`src/rtl/accum_ctrl.sv`:
```
// accum_ctrl: sequences an external accumulator over n_pix output pixels,
// each the sum of n_term input terms, with backpressure on the output side.
//
// Handshakes: a transfer happens on a cycle where valid && ready are both 1.
// The producer holds valid (and its data) steady until that cycle. Ready may
// depend combinationally on valid. Input side: in_valid/in_ready ("fire").
// Output side: out_valid/out_ready.
module accum_ctrl #(
  parameter int CNTW = 10
) (
  input  logic            clk,
  input  logic            xrst,
  input  logic            start,
  input  logic [CNTW-1:0] n_term,
  input  logic [CNTW-1:0] n_pix,
  input  logic            in_valid,
  output logic            in_ready,
  output logic            acc_reset,
  output logic            acc_out_en,
  output logic            out_valid,
  input  logic            out_ready,
  output logic [CNTW-1:0] term_idx,
  output logic [CNTW-1:0] pix_idx,
  output logic            busy,
  output logic            done,
  output logic [1:0]      dbg_state
);

  typedef enum logic [1:0] {
    S_IDLE  = 2'd0,
    S_ACC   = 2'd1,
    S_DRAIN = 2'd2,
    S_DONE  = 2'd3
  } state_t;

  state_t          state, state_nx;
  logic [CNTW-1:0] nt_q;
  logic [CNTW-1:0] np_q;
  logic            last_term;
  logic            last_pix;
  logic            fire;
  logic            out_hs;
  logic            job_go;

  // Per-term decode: where we are inside the current pixel and job.
  always_comb begin
    last_term = (term_idx == nt_q - 1'b1);
    last_pix  = (pix_idx == np_q - 1'b1);
    job_go    = (state == S_IDLE) && start && (n_pix != '0);
    // Never accept the last term of a pixel while the previous pixel is
    // still waiting downstream: its load would overwrite pixel_out.
    in_ready  = (state == S_ACC) && !(last_term && out_valid && !out_ready);
    fire      = in_valid && in_ready;
    acc_reset = (state == S_ACC) && (term_idx == '0);
    acc_out_en = fire && last_term;
    out_hs    = out_valid && out_ready && ((state == S_ACC) || (state == S_DRAIN));
  end

  // State register.
  always_ff @(posedge clk or posedge xrst) begin
    if (xrst) state <= S_IDLE;
    else      state <= state_nx;
  end

  // Next-state and status outputs.
  always_comb begin
    state_nx  = state;
    busy      = 1'b0;
    done      = 1'b0;
    dbg_state = state;
    case (state)
      S_IDLE: begin
        if (start) state_nx = (n_pix != '0) ? S_ACC : S_DONE;
      end
      S_ACC: begin
        busy = 1'b1;
        if (acc_out_en && last_pix) state_nx = S_DRAIN;
      end
      S_DRAIN: begin
        busy = 1'b1;
        if (out_hs) state_nx = S_DONE;
      end
      S_DONE: begin
        done     = 1'b1;
        state_nx = S_IDLE;
      end
      default: state_nx = S_IDLE;
    endcase
  end

  // Job counts and term/pixel indices; n_term of zero behaves as one term.
  always_ff @(posedge clk or posedge xrst) begin
    if (xrst) begin
      nt_q     <= '0;
      np_q     <= '0;
      term_idx <= '0;
      pix_idx  <= '0;
    end else if (job_go) begin
      nt_q     <= (n_term == '0) ? CNTW'(1) : n_term;
      np_q     <= n_pix;
      term_idx <= '0;
      pix_idx  <= '0;
    end else if (fire) begin
      if (last_term) begin
        term_idx <= '0;
        pix_idx  <= pix_idx + 1'b1;
      end else begin
        term_idx <= term_idx + 1'b1;
      end
    end
  end

  // Output-valid flag: a new load wins over a same-cycle handshake.
  always_ff @(posedge clk or posedge xrst) begin
    if (xrst)            out_valid <= 1'b0;
    else if (acc_out_en) out_valid <= 1'b1;
    else if (out_hs)     out_valid <= 1'b0;
  end

endmodule
```
`config.mk`:
```
export PLATFORM = sky130hd
export DESIGN_NAME = accum_ctrl
export DESIGN_NICKNAME = d
export VERILOG_FILES = /design/src/rtl/accum_ctrl.sv
export SDC_FILE = /design/constraint.sdc
export NUM_CORES = 1
export LEC_CHECK = 0
export CORE_ASPECT_RATIO = 2
export CORE_UTILIZATION = 55
export CTS_BUF_LIST = sky130_fd_sc_hd__clkbuf_4 sky130_fd_sc_hd__clkbuf_8
export DETAILED_ROUTE_END_ITERATION = 8
export DONT_BUFFER_PORTS = 1
export GPL_ROUTABILITY_DRIVEN = 1
export HOLD_SLACK_MARGIN = 0.1
export PLACE_DENSITY = 0.75
export SETUP_SLACK_MARGIN = 0.1
export SLEW_MARGIN = 20
export SYNTH_ARGS = -nofsm -noshare
export SYNTH_HDL_FRONTEND = slang
export SYNTH_SLANG_ARGS = --single-unit
```
`constraint.sdc`:
```
create_clock -name clk -period 9.6 [get_ports clk]
set_input_delay 1.92 -clock clk [delete_from_list [all_inputs] [get_ports clk]]
set_output_delay 1.92 -clock clk [all_outputs]
set_load 0.005 [all_outputs]
```
==> impl_metrics.yaml <==
die:
  die_w_um: 53.1
  dieArea_um2: 5540
  start_util: 0.580
  core_area_um2: 4950
  top_level_ports: 53
  die_h_um: 104
  num_rows: 36
clock_tree:
  clockRootBuffer: "clkbuf_8"
  postCtsSetupBuffers: 0
  cts_resized: 0
  clk_latency_ns: 0.30
  htreeDepth: 2
  cts_tree: "built"
  clkTransAtPathRegs_ns: 0.08
  cts_buffer_depth: 2
  cts.sinks: 43
  cts_buffers: 5
  holdBufCountCts: 0
worst_setup_path:
  cpPeakStageDelay_ns: 0.60
  cp-start-kind: "flop"
  crit_family: "simple AND/OR/NAND/NOR gates"
  cpMaxStageDelayCell: "nor4b_2"
  path_buf_inv: 1
  path_cells: "inv_1, ha_1, or4b_4, or4_4, nand3_1, o2111ai_1, nor4b_2"
  arrival_ns: 2.99
  path_max_fanout: 6
  critPathRequiredTime_ns: 7.68
  worstSetupPathType: "reg -> out"
  crit_path_end_kind: "output pin"
power:
  pwr_density_cell_nw_per_um2: 279
  p_leak_nw: 1.26
  ir_worst_vdd_uv: 180
detailed_routing:
  drc: 0
  wl_per_cell_um: 18.1
  wl_mm: 7.18
  ant_nets: 0
  vias_per_cell: 6.42
  first_iter_violations: 49
  drtPass1Iterations: 4
  route.vias.total: 2548
synth:
  synthesis.area_um2: 2880
  synth-main-ff-cell: "dfrtp_1"
  async_flop_share: 1.00
  syn_avg_cell_area_um2: 8.19
  synth_warnings: 0
  synthCells: 351
  ys_ff_latch: 43
  seq_area_frac_synth: 0.374
  synth_edf_count: 0
  synth_cell_types: 53
  synth_nets: 386
place:
  placed_area_um2: 2890
  post-dp-hpwl_mm: 5.26
  gp_congestion: 0.854
  port_buffers: 0
worst_hold_path:
  hp-class: "reg -> reg"
global_routing:
  grt_max_degree: 44
  grt_pass1_vias: 2499
  grt_pass1_wl_mm: 11.2
  grt.total_usage: 0.278
  antenna_found_initial: 0
  grt_overflow: 0
timing:
  worst_slew_pin_slew_ns: 0.860
  rsz0062_at_grt: "no"
  slew_violations: 0
  final_hold_viol_count: 0
  min_period_ns: 4.91
  fin_crit_sh: 0.511
  finalSetupViolations: 0
  fin_setup_tns_ns: 0
  timing.fmax_mhz: 204
  fin_skew_ns: 0.0109
  maxSlewHeadroom: 0.425
cells_and_area:
  layout-drive-gt1-share: 0.0765
  postLayoutCellArea_um2: 2980
  nets: 375
  fin_util: 0.601
  syn_to_final_growth_pct: 3.52
  num_antenna_cells: 0
job:
  drv_cap: 0
run_status:
  outcome: "finished, final reports clean"
[cells in the mapped netlist, drive strengths merged, types with 2 or more instances]
cell type / n / area share
o2111ai: 2 / 0.0061
or4: 10 / 0.027
o211ai: 6 / 0.016
dfrtp: 43 / 0.37
and3: 5 / 0.011
and2: 2 / 0.0044
nor4b: 2 / 0.0083
nor3b: 2 / 0.0052
buf: 2 / 0.0030
a311oi: 2 / 0.0061
a31o: 7 / 0.021
clkbuf: 19 / 0.025
nor3: 16 / 0.028
nand3: 14 / 0.024
xnor2: 16 / 0.049
and4: 2 / 0.0061
nand3b: 2 / 0.0052
xor2: 5 / 0.015
nor2b: 6 / 0.013
o21ai: 18 / 0.031
nor4: 8 / 0.017
or2: 4 / 0.0087
nand2: 73 / 0.095
nor2: 13 / 0.017
nand4: 4 / 0.0087
a31oi: 4 / 0.0087
a211oi: 4 / 0.010
ha: 10 / 0.044
inv: 14 / 0.018
a21oi: 11 / 0.019
mux2i: 2 / 0.0070
or3: 6 / 0.013
[where the power goes]
group	internal, mW	leakage (nW)	total (mW)	switching [mW]
registers	0.239	0.536	0.343	0.104
clock network	0.0565	0.0470	0.118	0.0614
logic	0.164	0.681	0.369	0.205
[cells by family (layout without fill, tap and decap cells)]
logic type | Yosys count | count (layout) | synth area share
muxes | 3 | 3 | 0.0109
buffers and inverters | 35 | 24 | 0.0461
DFF | 43 | 43 | 0.374
and+or+nand+nor | 174 | 174 | 0.309
xor gates and xnor gates | 21 | 21 | 0.0640
adders and majority gates | 10 | 10 | 0.0435
AOI/OAI and AO/OA | 65 | 65 | 0.152
[per-layer routing]
layer  part of all wire  GRT usage
met1               0.34      0.272
met3              0.054     0.0570
met2               0.56      0.492
met5                  0          0
met4              0.038      0.173
[layout make-up]
| type | count | area, µm² |
|---|---|---|
| timing repair buffer | 3 | 22.5 |
| tap | 57 | 71.3 |
| multi-input combinational | 273 | 1670 |
| clock buffer | 6 | 82.6 |
| clock inverter | 1 | 5.00 |
| sequential | 43 | 1080 |
| inverter | 14 | 52.6 |
| fill | 480 | 1980 |
[worst paths after layout]
path                       slack (ns)  cells after the start         end    start
hold / removal                   0.50                      2     np_q[9]  np_q[9]
min in group asynchronous        1.63                      2   out_valid     xrst
hold reg to reg                  0.50                      2     np_q[9]  np_q[9]
max in group asynchronous        7.56                      2     np_q[9]     xrst
setup / recovery                 4.69                      7  acc_out_en  nt_q[0]
setup reg to reg                 6.00                      9  pix_idx[8]  nt_q[0]
[per-stage QoR]
stage | power (mW) | std cells | setup WS, ns | hold slack [ns]
floorplan | 0.624 | 351 | 5.06 | 0.467
global placement | 0.702 | 390 | 4.89 | 0.483
detailed placement | 0.715 | 390 | 4.89 | 0.488
CTS | 0.835 | 397 | 4.70 | 0.507
global route | 0.895 | 397 | 4.54 | 0.539
finish | 0.829 | 397 | 4.69 | 0.500
[worst register-to-register path, delay by kind of cell (launching register included)]
kind,cells,cell delay (ns)
AO/OA/AOI/OAI,1,0.23
adder cells (fa/ha/maj),1,0.21
buffers and inverters,1,0.10
flip-flops,1,0.44
AND/OR/NAND/NOR,6,2.56
[sequential cells by signal (all words and copies together), names as in the netlist]
register / flops
dbg_state: 2
np_q: 10
nt_q: 10
out_valid: 1
pix_idx: 10
term_idx: 10
[placed cells by master, fill, tap and decap left out, types with 3 or more instances in the layout]
cell type / count
a211oi_1: 4
a21oi_1: 11
a31o_2: 7
a31oi_1: 4
and3_1: 5
buf_4: 3
clkbuf_8: 6
dfrtp_1: 43
ha_1: 10
inv_1: 14
nand2_1: 73
nand3_1: 14
nand4_1: 4
nor2_1: 13
nor2b_1: 6
nor3_1: 16
nor4_1: 8
o211ai_1: 6
o21ai_0: 17
or2_2: 4
or3_1: 6
or4_1: 9
xnor2_1: 16
xor2_1: 5
(Power assumes the default switching activity.)
